**src/rtl/stopwatch_input_cond.sv**
```systemverilog
// stopwatch_input_cond: front-panel input conditioner for the stopwatch.
// Synchronizes the raw R/P pushbuttons and sel/load slide switches into d_clk and debounces them.
// It produces single-cycle press pulses for R and P, and registered, debounced sel/load values
// with a one-cycle sel_chg strobe.
//
// Ports:
//   d_clk        controller/display clock (only clock)
//   rst_n        asynchronous active-low reset
//   btn_r_raw    raw R (clear) pushbutton, active high, asynchronous
//   btn_p_raw    raw P (start/pause) pushbutton, active high, asynchronous
//   sw_sel_raw   raw mode switches
//   sw_load_raw  raw BCD preload switches ([7:4] tens, [3:0] units)
//   R, P         one-cycle debounced press pulses (R has priority over P)
//   sel, load    debounced, registered switch values
//   sel_chg      one-cycle pulse in the first cycle sel shows a new value
module stopwatch_input_cond #(
    parameter int unsigned DEBOUNCE_CYCLES = 8,
    parameter int unsigned CNT_W           = 16
) (
    input  logic       d_clk,
    input  logic       rst_n,
    input  logic       btn_r_raw,
    input  logic       btn_p_raw,
    input  logic [1:0] sw_sel_raw,
    input  logic [7:0] sw_load_raw,
    output logic       R,
    output logic       P,
    output logic [1:0] sel,
    output logic [7:0] load,
    output logic       sel_chg
);

    localparam logic [CNT_W-1:0] CntMax = CNT_W'(DEBOUNCE_CYCLES - 1);

    typedef enum logic [1:0] {
        StReleased,
        StPressWait,
        StPressed,
        StReleaseWait
    } btn_state_e;

    // ------------------------------------------------------------------
    // Two-flop synchronizers for all 12 raw inputs: {R, P, sel[1:0], load[7:0]}
    // ------------------------------------------------------------------
    logic [11:0] raw_all;
    logic [11:0] sync1_q, sync2_q;

    assign raw_all = {btn_r_raw, btn_p_raw, sw_sel_raw, sw_load_raw};

    always_ff @(posedge d_clk or negedge rst_n) begin
        if (!rst_n) begin
            sync1_q <= '0;
            sync2_q <= '0;
        end else begin
            sync1_q <= raw_all;
            sync2_q <= sync1_q;
        end
    end

    logic       btn_s [2];   // index 0 = R, 1 = P
    logic [9:0] sw_s;

    assign btn_s[0] = sync2_q[11];
    assign btn_s[1] = sync2_q[10];
    assign sw_s     = sync2_q[9:0];

    // ------------------------------------------------------------------
    // Button debounce FSMs
    // ------------------------------------------------------------------
    btn_state_e       state_q [2];
    btn_state_e       state_d [2];
    logic [CNT_W-1:0] cnt_q   [2];
    logic [CNT_W-1:0] cnt_d   [2];
    logic             fire    [2];

    always_comb begin
        for (int i = 0; i < 2; i++) begin
            state_d[i] = state_q[i];
            cnt_d[i]   = cnt_q[i];
            fire[i]    = 1'b0;
            case (state_q[i])
                StReleased: begin
                    if (btn_s[i]) begin
                        state_d[i] = StPressWait;
                        cnt_d[i]   = '0;
                    end
                end
                StPressWait: begin
                    if (!btn_s[i]) begin
                        state_d[i] = StReleased;
                    end else if (cnt_q[i] == CntMax) begin
                        state_d[i] = StPressed;
                        fire[i]    = 1'b1;
                    end else begin
                        cnt_d[i] = cnt_q[i] + 1'b1;
                    end
                end
                StPressed: begin
                    if (!btn_s[i]) begin
                        state_d[i] = StReleaseWait;
                        cnt_d[i]   = '0;
                    end
                end
                StReleaseWait: begin
                    if (btn_s[i]) begin
                        // Bounce on release: back to held, no new pulse.
                        state_d[i] = StPressed;
                    end else if (cnt_q[i] == CntMax) begin
                        state_d[i] = StReleased;
                    end else begin
                        cnt_d[i] = cnt_q[i] + 1'b1;
                    end
                end
                default: begin
                    state_d[i] = StReleased;
                    cnt_d[i]   = '0;
                end
            endcase
        end
    end

    always_ff @(posedge d_clk or negedge rst_n) begin
        if (!rst_n) begin
            for (int i = 0; i < 2; i++) begin
                state_q[i] <= StReleased;
                cnt_q[i]   <= '0;
            end
        end else begin
            for (int i = 0; i < 2; i++) begin
                state_q[i] <= state_d[i];
                cnt_q[i]   <= cnt_d[i];
            end
        end
    end

    // R is "held" in the cycle the pulse would be visible. Using the next state also covers
    // a simultaneous R/P debounce, since R then enters StPressed on the same edge.
    logic r_hold_d;
    logic r_pulse_q, p_pulse_q;

    assign r_hold_d = (state_d[0] == StPressed) || (state_d[0] == StReleaseWait);

    always_ff @(posedge d_clk or negedge rst_n) begin
        if (!rst_n) begin
            r_pulse_q <= 1'b0;
            p_pulse_q <= 1'b0;
        end else begin
            r_pulse_q <= fire[0];
            p_pulse_q <= fire[1] && !r_hold_d;
        end
    end

    assign R = r_pulse_q;
    assign P = p_pulse_q;

    // ------------------------------------------------------------------
    // Switch group: shared candidate and stability counter for all 10 bits
    // ------------------------------------------------------------------
    logic [9:0]       cand_q, cand_d;
    logic [CNT_W-1:0] sw_cnt_q, sw_cnt_d;
    logic [1:0]       sel_q, sel_d;
    logic [7:0]       load_q, load_d;
    logic             sel_chg_q, sel_chg_d;

    always_comb begin
        cand_d    = cand_q;
        sw_cnt_d  = sw_cnt_q;
        sel_d     = sel_q;
        load_d    = load_q;
        sel_chg_d = 1'b0;
        if (sw_s != cand_q) begin
            cand_d   = sw_s;
            sw_cnt_d = '0;
        end else if (sw_cnt_q == CntMax) begin
            // Counter holds at max, so a stable group is re-copied every cycle (no-op).
            sel_d     = cand_q[9:8];
            load_d    = cand_q[7:0];
            sel_chg_d = (cand_q[9:8] != sel_q);
        end else begin
            sw_cnt_d = sw_cnt_q + 1'b1;
        end
    end

    always_ff @(posedge d_clk or negedge rst_n) begin
        if (!rst_n) begin
            cand_q    <= '0;
            sw_cnt_q  <= '0;
            sel_q     <= '0;
            load_q    <= '0;
            sel_chg_q <= 1'b0;
        end else begin
            cand_q    <= cand_d;
            sw_cnt_q  <= sw_cnt_d;
            sel_q     <= sel_d;
            load_q    <= load_d;
            sel_chg_q <= sel_chg_d;
        end
    end

    assign sel     = sel_q;
    assign load    = load_q;
    assign sel_chg = sel_chg_q;

endmodule

```
**config.mk**
```make
export PLATFORM = sky130hd
export DESIGN_NAME = stopwatch_input_cond
export DESIGN_NICKNAME = d
export VERILOG_FILES = /design/src/rtl/stopwatch_input_cond.sv
export SDC_FILE = /design/constraint.sdc
export NUM_CORES = 1
export LEC_CHECK = 0
export BUFFER_PORTS_ARGS = -buffer_cell sky130_fd_sc_hd__buf_2
export CORE_UTILIZATION = 40
export CTS_CLUSTER_DIAMETER = 100
export CTS_CLUSTER_SIZE = 20
export DETAILED_ROUTE_END_ITERATION = 7
export HOLD_SLACK_MARGIN = 0.02
export PLACE_DENSITY = 0.67
export SYNTH_ARGS = -nofsm -noshare
export SYNTH_HDL_FRONTEND = slang
export SYNTH_SLANG_ARGS = --single-unit
```
**constraint.sdc**
```tcl
create_clock -name d_clk -period 2.72 [get_ports d_clk]
set_input_delay 0.408 -clock d_clk [delete_from_list [all_inputs] [get_ports d_clk]]
set_output_delay 0.408 -clock d_clk [all_outputs]
set_load 0.005 [all_outputs]
```
Word level (Yosys, flattened, before mapping)
Index checks and enable logic that the tools add are counted.
{"block": "classes", "addsub": 3, "eq_ne": 24, "mux": 36, "bitwise_logic": 1, "reduce_logical": 9}
{"operator": "16-bit two-way mux", "count": 12}
{"operator": "16-bit case mux with 4 select lines", "count": 2}
{"operator": "16-bit by 1-bit adder with 16-bit output (second input constant)", "count": 3}
{"operator": "16-bit by 3-bit == test with 1-bit output (second input constant)", "count": 3}
{"operator": "2-bit two-way mux", "count": 12}
{"operator": "2-bit != test (second input constant)", "count": 9}
{"operator": "2-bit case mux with 4 select lines", "count": 2}
{"operator": "2-bit == test (second input constant)", "count": 6}
{"operator": "4-bit AND reduction", "count": 3}
{"operator": "10-bit != test", "count": 1}
{"operator": "1-bit two-way mux", "count": 8}
{"operator": "3-bit != test (second input constant)", "count": 2}
{"operator": "2-bit by 1-bit == test with 1-bit output (second input constant)", "count": 2}
{"operator": "2-bit logical NOT", "count": 2}
{"operator": "2-bit != test", "count": 1}
{"operator": "2-bit AND reduction", "count": 1}
{"operator": "1-bit logical AND", "count": 1}
{"operator": "1-bit logical NOT", "count": 1}
{"operator": "1-bit logical OR", "count": 1}
{"operator": "1-bit inverter", "count": 1}
{"block": "word_totals", "ff_bits": 99, "out_inout_bits": 13, "word_cells": 86}

Logic depth before layout (Yosys ltp)
Gate-level depths: netlist of run 1.
{"block": "depth", "ltp_word": 8, "ltp_mapped": 7, "ltp_nobuf": 6}

Least setup slack after synthesis of run 1
Ideal clock, no wire load.
{"block": "synth_timing", "kind": "register to register", "start": "register sw_cnt_q[0]", "end": "register load_q[0] (netlist: load[0])", "setup_ns": 0.125, "arrival_ns": 1.886, "slack_ns": 0.709, "stages_incl_launch_ff": 7, "period_less_slack_ns": 2.011, "path_cell_list": "dfrtp_1 > ha_1 > nor4bb_1 > nand4_1 > and4b_1 > buf_2 > mux2_2"}
{"block": "synth_via", "elab_chain_cells": 2}
{"item": "from (decl)", "line_no": "160", "text": "logic [CNT_W-1:0] sw_cnt_q, sw_cnt_d;"}
{"item": "from (signal assigned)", "line_no": "193", "text": "sw_cnt_q <= sw_cnt_d;"}
{"item": "16-bit by 3-bit == test with 1-bit output", "line_no": "174", "text": "end else if (sw_cnt_q == CntMax) begin"}
{"item": "2-bit AND reduction (no source line)"}
{"item": "to (signal assigned)", "line_no": "195", "text": "load_q <= load_d;"}
{"item": "to (decl)", "line_no": "162", "text": "logic [7:0] load_q, load_d;"}
Every way passes these cells.
A chain may end at the register's enable or synchronous reset.

Worst setup path in the final report of run 1
{"block": "layout_timing", "start": "register cnt_q[16] (netlist bit)", "end": "register cnt_q[26] (netlist bit)"}
{"block": "layout_via", "elab_chain_cells": 4, "elab_cells_between_ends": 6, "classes_between": "1 x add/sub; 1 x eq/ne; 4 x mux"}
{"item": "from (decl)", "line_no": "72", "text": "logic [CNT_W-1:0] cnt_q [2];"}
{"item": "from (signal, indexed assignment)", "line_no": "131", "text": "cnt_q[i] <= cnt_d[i];"}
{"item": "16-bit by 1-bit adder with 16-bit output or 16-bit by 3-bit == test with 1-bit output (tied branches)"}
{"item": "16-bit two-way mux *", "line_no": "91, 108"}
{"item": "16-bit two-way mux (on tied branches)", "line_no": "105, 89"}
{"item": "16-bit case mux with 4 select lines *", "line_no": "81", "text": "case (state_q[i])"}
Every way passes the cells marked *; elsewhere a longest branch is shown, timed or not. The select of a mux whose other input is x is not followed.

==> results.txt, run 1 <==
- Status: completed
- Setup total negative slack: 0 ns
- Most frequent cells in the layout: 99 x sky130_fd_sc_hd__dfrtp_1, 33 x sky130_fd_sc_hd__nand2_1, 26 x sky130_fd_sc_hd__nor2_1, 25 x sky130_fd_sc_hd__buf_2, 19 x sky130_fd_sc_hd__a21oi_1
* Vias per Instance: about 5.4
- Met1 Track Usage GR: 20.0%
* Transition time of the tightest slew-check pin: between 0.7 and 0.8 ns
- The netlist uses 40 different library cells.
- Startpoint-to-endpoint class of the critical path: register to register
- The worst setup path is launched from a register.
- Static leakage power: slightly above 2 nW
* Async SR Flop Fraction: 100%
- For this run, design rule violations remaining after detail routing come to 0.
- The clock passes through at most 2 buffers.
* Die width: 105 um
* Layer with the highest usage after global routing: met2
- Static timing analysis puts the maximum clock frequency at roughly 0.47 GHz.
- Number of cells on the critical path: 5
* Count of input and output buffers: 26
- The floorplan step defined a die boundary enclosing between 0.01 and 0.015 mm2.
- Max-slew violation count: 0
* Syn nets: 400
- Worst reg2reg path startpoint: cnt_q[16]
- Pin count of the biggest net entering global routing: 53
- Remaining antenna violation count after routing: 0
- First-pass GRT wire length: between 10000 and 15000 um
- The via count of the first global-routing pass came to ~2800.
* Top_reg_cell synth: sky130_fd_sc_hd__dfrtp_1
* Worst-case clock skew: 0.00806 ns
- Detailed placement ended at an HPWL of between 5000 and 6000 um.
* Number of buffers inserted during clock tree synthesis: 9
* Synth area leaders: sky130_fd_sc_hd__dfrtp_1 58%, sky130_fd_sc_hd__mux2_2 4.0%, sky130_fd_sc_hd__xnor2_1 3.5%
* Dominant combinational cell family by area after synthesis: simple AND/OR/NAND/NOR gates
* Area share of xor/xnor cells in the synthesized design: about 6.2%
- Length of the first detailed-routing pass in iterations: 4
* Worst max-slew margin expressed relative to the limit: between 50 and 60%
- After floorplanning, the core was divided into 37 placement rows.
- A synthesized cell averages between 10 and 15 um2.
- Final critical-path required period: between 2 and 2.5 ns
- Share of post-route cells with drive strength above 1: 16.3%
- TritonCTS built the clock tree.
- The tool flagged a number of max-cap violations equal to 0.
* Final worst-path cycle share: between 70% and 80%
- From bottom edge to top edge, the die measures between 100 and 150 um.
- Of the post-synthesis cell area, the dominant cell type holds between 50% and 60%.
* Type of element capturing the critical path: register
- Starting density of the core: ~40%
* Count of warnings emitted by yosys: 0
- After detailed routing, the average wire length per cell comes to 14.0 um.
- Setup repair after global routing missed its margin: no
* Count of state elements after synthesis: about 100
* Fin area: 0.00474 mm2
* Most common cell after layout, fill and taps aside: sky130_fd_sc_hd__dfrtp_1
- The clock tree synthesis step divided the H-tree into 3 levels.
- Internal portion of total power: 2.14 mW
* Routing usage on met2: 24.0%
- Path type of the worst min-delay path: input port to asynchronous set/reset pin
- Adder-Cell Fraction of Synth Area: less than 1%
- After clock tree synthesis, the clock-pin slew on the worst setup and hold paths is about 0.1 ns.
* Cell area reported after detailed placement: 0.00453 mm2
- After Yosys synthesis, and, or, nand and nor cells account for 18.8% of the synthesized area.
- sky130_fd_sc_hd__dfrtp_1 takes more of the synthesized area than any other cell.
* Clock network fraction of total power: between 30% and 40%
* Total setup violations reported at the end of the flow: 0
- Post-cts sizing count: 0
- CP Buf/Inv Count: 0
- Area growth, synth to finish: 11.5%
- Capture point of the worst reg-to-reg path: cnt_q[26]
* Initial DRC Count: approximately 120
- The detailed router placed 2946 vias in this run.
- The cell count after synthesis came out at about 380.
* Cell type of the slowest stage on the worst timing path: sky130_fd_sc_hd__or4_1
- In this run, synthesis inferred 0 flip-flops with an integrated enable.
- Final RePlAce weighted congestion: between 0.8 and 0.9
- Fraction of power consumed by combinational cells: between 10% and 20%
* Pwr Density: about 640 mW/mm2
* I/O pin count: 27
- Final-stage net count: approximately 420
* Total routed wirelength: 7640 um
- Net switching power: between 0.8 and 0.9 mW
* Antenna violations before repair: 0
- Compound-Gate Fraction of Synth Area: between 8 and 9%
* Delay of the slowest cell on the worst path: ~0.57 ns
- In this run the clock root is driven by a sky130_fd_sc_hd__clkbuf_8.
* Critical Path RT: between 3 and 4 ns
* Clock net sink count: between 90 and 100
- Multiplexer share of the synthesized area: 4.21%
* Portion of the post-synthesis area used by sequential elements: roughly 58%
- The worst register-to-register path has a depth of 5.
- 0 antenna diodes ended up in the layout.
* Hold Vio Cnt, Final: 0
- Met3 global-route usage: 4.24%
- Data arrival time of the critical path: between 2 and 2.5 ns
* Post-cts hold buffer count: 0
* Insertion delay to the later sink of the worst-skew pair: 0.38 ns
- Registers are responsible for ~55% of the overall power.
- Traced cell by cell, the critical path runs through ha_1, and4b_1, a41o_1, or4_1, a21oi_1.
* Setup Buffers After CTS: 0
- The core region is 0.0103 mm2.
- The cell area that synthesis handed to floorplanning was around 0.0042 mm2.
- Sw frac: 29.6%
- Total congestion overflow after global routing: 0
- Across the VDD grid, the largest voltage drop is between 0.5 and 0.6 mV.
* FF-to-FF setup slack: ~0.57 ns
- Global Route Usage Sum: around 15%
- Largest delay share family, worst path: simple AND/OR/NAND/NOR gates
- In this run the worst path has a maximum fanout of 20.
## kinds of logic (layout without fill, tap and decap cells)
logic type	after synthesis	after routing
AOI/OAI and AO/OA	59	59
muxes	16	16
buffers and inverters	29	57
DFF	99	99
adders and majority gates	3	3
xor gates and xnor gates	30	30
and+or+nand+nor	147	147
## worst max-delay path by stage
stage	from	endpoint	slack [ns]
floorplan	sw_cnt_q[0]	load[0]	0.71
global placement	cnt_q[16]	cnt_q[21]	0.68
detailed placement	cnt_q[16]	cnt_q[23]	0.60
CTS	cnt_q[16]	cnt_q[23]	0.59
global route	cnt_q[16]	cnt_q[25]	0.43
finish	cnt_q[16]	cnt_q[26]	0.57
## area by class of cell
class	instances	area, um2
Fill cell	959	5590
Sequential cell	99	2480
Multi-Input combinational cell	255	1660
Timing Repair Buffer	32	190
Tap cell	136	170
Clock buffer	9	124
Clock inverter	7	82.6
Inverter	9	33.8
## flip-flops by register name (all words and copies together), names as in the netlist, 2 cells and up, named ones only
| name | cells |
|---|---|
| state_q | 3 |
| cnt_q | 32 |
| load | 8 |
| sel | 2 |
| sync2_q | 12 |
| sw_cnt_q | 16 |
| cand_q | 10 |
| sync1_q | 12 |
## cell usage after synthesis (7+ instances only)
cell type,instances
sky130_fd_sc_hd__dfrtp_1,99
sky130_fd_sc_hd__mux2_2,15
sky130_fd_sc_hd__o21ai_0,14
sky130_fd_sc_hd__a21oi_1,19
sky130_fd_sc_hd__nor4_1,17
sky130_fd_sc_hd__nand4_1,11
sky130_fd_sc_hd__or4_1,13
sky130_fd_sc_hd__xnor2_1,17
sky130_fd_sc_hd__inv_1,9
sky130_fd_sc_hd__xor2_1,13
sky130_fd_sc_hd__a22o_1,9
sky130_fd_sc_hd__nand2_1,33
sky130_fd_sc_hd__clkbuf_1,17
sky130_fd_sc_hd__nand3_1,16
sky130_fd_sc_hd__nor3_1,9
sky130_fd_sc_hd__o31ai_1,8
sky130_fd_sc_hd__or3_1,7
sky130_fd_sc_hd__nor2_1,26
## metal layers
metal  share of wire (%)  wire (um)
met1                  47       3630
met2                  47       3600
met3                 3.8        290
met4                 1.7        127
met5                   0          0
## power by group through the flow
stage,registers (mW),clock network [mW],logic [mW]
floorplan,1.65,0,0.306
global placement,1.70,0,0.363
detailed placement,1.71,0,0.379
CTS,1.68,1.03,0.380
global route,1.70,1.08,0.428
finish,1.68,0.988,0.375
## through the flow
stage	total power, mW	setup WS [ns]	std cells	utilization, %	hold slack (ns)
4_1_cts	3.08	0.585	547	45.9	0.0621
6_report	3.04	0.574	547	45.9	0.0520
5_1_grt	3.21	0.434	547	45.9	0.0937
3_5_place_dp	2.09	0.597	531	43.9	0.336
2_1_floorplan	1.96	0.709	383	-	0.112
3_3_place_gp	2.06	0.675	531	43.9	0.334
(Power assumes the default switching activity.)
==> run 2, diff against run 1 <==
==> constraint.sdc (replaced) <==
create_clock -name d_clk -period 2.2 [get_ports d_clk]
set_input_delay 0.33 -clock d_clk [delete_from_list [all_inputs] [get_ports d_clk]]
set_output_delay 0.33 -clock d_clk [all_outputs]
set_load 0.005 [all_outputs]
==> run 2 against run 1 <==
Net effect: die area is the same; highest routed layer unchanged; critical path depth unchanged; setup slack got worse by 0.43 ns.
==> results.txt, run 2 (synthesis gave the netlist of run 1 again) <==
* Status: completed
- In this run switching power makes up about 29% of total power.
- HPWL after DPL: about 5100 um
- The die is around 110 um tall.
- Worst reg2reg path startpoint: cnt_q[16]
* CTS tree: done
* Area growth, synth to finish: 13.6%
- Along the worst path, the maximum fanout reaches 14.
* Routed wire per std cell: 13.4 um
* Root buffer selected by CTS: sky130_fd_sc_hd__clkbuf_8
- Routing usage on met2: between 20% and 30%
- Counting tap cells, the placed design contains a total of 541 instances.
* Count of input and output buffers: 26
- After global routing the overflow that remains totals 0.
- Data arrival time of the critical path: 2.35 ns
- Summing all multi-input logic gate instances after layout gives around 0.0017 mm2.
- Per report_power, the combinational group accounts for ~13% of the total.
* Hold path depth: 1
* Max-slew violation count: 0
* Layer with the highest usage after global routing: met2
- Fin area: between 0.004 and 0.005 mm2
- CTS HTree Levels: 3
- Post-cts sizing count: 0
- The longest clock path from root to sink contains 2 buffers.
- Die Footprint: between 0.01 and 0.015 mm2
- After detailed routing, the number of vias per cell comes to around 5.3.
- Footprint of the flip-flops and latches: roughly 0.0025 mm2
* Starting density of the core: roughly 40%
- For this design the static power due to leakage is around 2.1 nW.
- The number of antenna diodes in the final layout is 0.
- For this block, the routed nets add up to 7490 um of wire.
- Via Count: between 2000 and 3000
- Antenna violations before repair: 0
- In this run, CTS created clock tree buffers numbering 9.
- The internal portion of the total power is ~2.7 mW.
- Most common cell after layout, fill and taps aside: sky130_fd_sc_hd__dfrtp_1
- Entering global routing, the biggest net connects 53 pins.
- Leaving out fill and tap cells, the most frequent cells in the layout are 99 x sky130_fd_sc_hd__dfrtp_1, 33 x sky130_fd_sc_hd__nand2_1, 26 x sky130_fd_sc_hd__nor2_1, 25 x sky130_fd_sc_hd__buf_2, 19 x sky130_fd_sc_hd__a21oi_1.
* Delay of the slowest cell on the worst path: about 0.54 ns
* Floorplan row count: 37
- The first routing iteration left between 100 and 150 violations.
- Residual DRC count: 0
- Biggest register: cnt_q
* Cell breakdown of the critical path: ha_1, and4b_1, a41o_1, or4_1, a21oi_1
- After clock tree synthesis, the flow added hold-fix buffers numbering 1.
- The clock net in this run drives a total of 99 sinks.
* Clock network fraction of total power: between 30 and 40%
- Once detail routing completed, the nets flagged for antenna violations numbered 0.
* Final critical-path required period: 2.06 ns
- Count of cells along the worst register-to-register path: 5
- Max Clk Rate: 0.487 GHz
- For the final routed database, the setup TNS stands at 0 ns.
- At the pin with the least slew margin, the transition time is about 0.70 ns.
- Data on the critical path is required at its endpoint by 2.50 ns.
- The count of final hold-check violations is 0.
- For this run, global-route usage on met3 was measured as 4.99%.
- Setup repair after global routing left no endpoint under its margin.
* Worst-case clock skew: 0.00757 ns
- Headroom to the max-slew limit came out at a little over half.
- Once the clock tree was built, the setup fixing pass inserted 0 buffers.
- The die is 105 um wide.
- The via count of the first global-routing pass is 2926.
- Insertion delay to the later sink of the worst-skew pair: ~0.37 ns
- FF-to-FF setup slack: ~0.14 ns
- Net switching power: around 1.1 mW
- Fill cells in the final layout number roughly 940.
* Core box area: slightly above 0.01 mm2
- In this run the power density over the cells is between 700 and 800 mW/mm2.
* Startpoint-to-endpoint class of the critical path: register to register
- Total setup violations reported at the end of the flow: 0
* Number of violations of the max-capacitance limit: 0
- Final RePlAce weighted congestion: 0.800
- The final critical path takes up between 90 and 100% of the cycle.
* Global Route Usage Sum: about 15%
- VDD sags by at most roughly 0.63 mV.
* Length of the first detailed-routing pass in iterations: 5
- Global routing consumed, on the met1 layer, a little over 20% of the routing resources.
- The worst hold path terminates at sync1_q[3].
- The finished layout holds 558 standard cells, fillers aside.
- Capture point of the worst reg-to-reg path: cnt_q[25]
- For this design the top-level I/O count stands at 27.
- The worst hold path begins at sw_load_raw[3].
* Top Registers: cnt_q x32, sw_cnt_q x16
- Cell type of the slowest stage on the worst timing path: sky130_fd_sc_hd__or4_1
- First-pass GRT wire length: ~13000 um
* Path type of the worst min-delay path: input port to register
- After clock tree synthesis, the clock-pin slew on the worst setup and hold paths is 0.10 ns.
* Proportion of power drawn by flip-flops and latches: between 50% and 60%
- Share of post-route cells with drive strength above 1: between 10% and 20%
- Element type at the critical path start: register
- The worst setup path is captured at a register.
- In this run the cell area measured after placement is 0.00461 mm2.
- The register with the most flip-flops in the layout has 32 of them.
- Hold timing on the final database bottoms out at a slack of between 0.05 and 0.06 ns.
- At the end of the flow, the number of nets in the layout was 434.
-- run 2: changes by cell type in the layout (fill, tap and decap cells not counted) --
cell / change
sky130_fd_sc_hd__buf_4: +10
sky130_fd_sc_hd__clkbuf_8: +1
sky130_fd_sc_hd__clkinv_4: +2
sky130_fd_sc_hd__clkinvlp_4: -1
sky130_fd_sc_hd__dlygate4sd3_1: +1
sky130_fd_sc_hd__inv_6: -1
sky130_fd_sc_hd__inv_8: -1
-- run 2: metrics by stage --
step / worst slack, ns / total power [mW] / utilization (%)
final: 0.145 / 3.77 / 46.7
after global routing: 0.0135 / 3.98 / 46.7
after CTS: 0.141 / 3.82 / 46.7
after detailed placement: 0.184 / 2.59 / 44.6
after global placement: 0.228 / 2.56 / 44.6
after floorplan: 0.189 / 2.42 / -
-- run 2: how the worst max path moves through the flow --
stage | startpoint | to | slack, ns | cells after the start
4_1_cts | cnt_q[16] | cnt_q[25] | 0.14 | 5
5_1_grt | cnt_q[16] | cnt_q[25] | 0.01 | 5
3_3_place_gp | cnt_q[16] | cnt_q[26] | 0.23 | 5
3_5_place_dp | cnt_q[16] | cnt_q[23] | 0.18 | 5
2_1_floorplan | sw_cnt_q[0] | load[0] | 0.19 | 6
6_report | cnt_q[16] | cnt_q[25] | 0.14 | 5
-- run 2: power groups by stage --
stage	Clock [mW]	Combinational, mW	Sequential [mW]
CTS	1.26	0.483	2.08
finish	1.22	0.478	2.08
global route	1.33	0.546	2.10
detailed placement	0	0.478	2.11
global placement	0	0.460	2.10
floorplan	0	0.378	2.04
-- run 2: routing by layer --
metal	wire (um)	part of all wire (%)	up-vias
li1	-	-	1463
met1	3630	48	1457
met2	3480	46	56
met3	310	4.1	9
met4	67	0.89	0
met5	0	0	-
-- run 2: final cells by class --
type                            count  area share, %
Clock buffer                       10           2.85
Clock inverter                      6           1.50
Inverter                            9          0.700
Multi-Input combinational cell    255           34.4
Sequential cell                    99           51.3
Tap cell                          136           3.53
Timing Repair Buffer               43           5.70
-- run 2: critical path, delay by kind of cell (launching register included) --
family,cells,cell delay (ns)
AND/OR/NAND/NOR,2,0.77
AO/OA/AOI/OAI,2,0.54
flip-flops,1,0.41
adder cells (fa/ha/maj),1,0.26
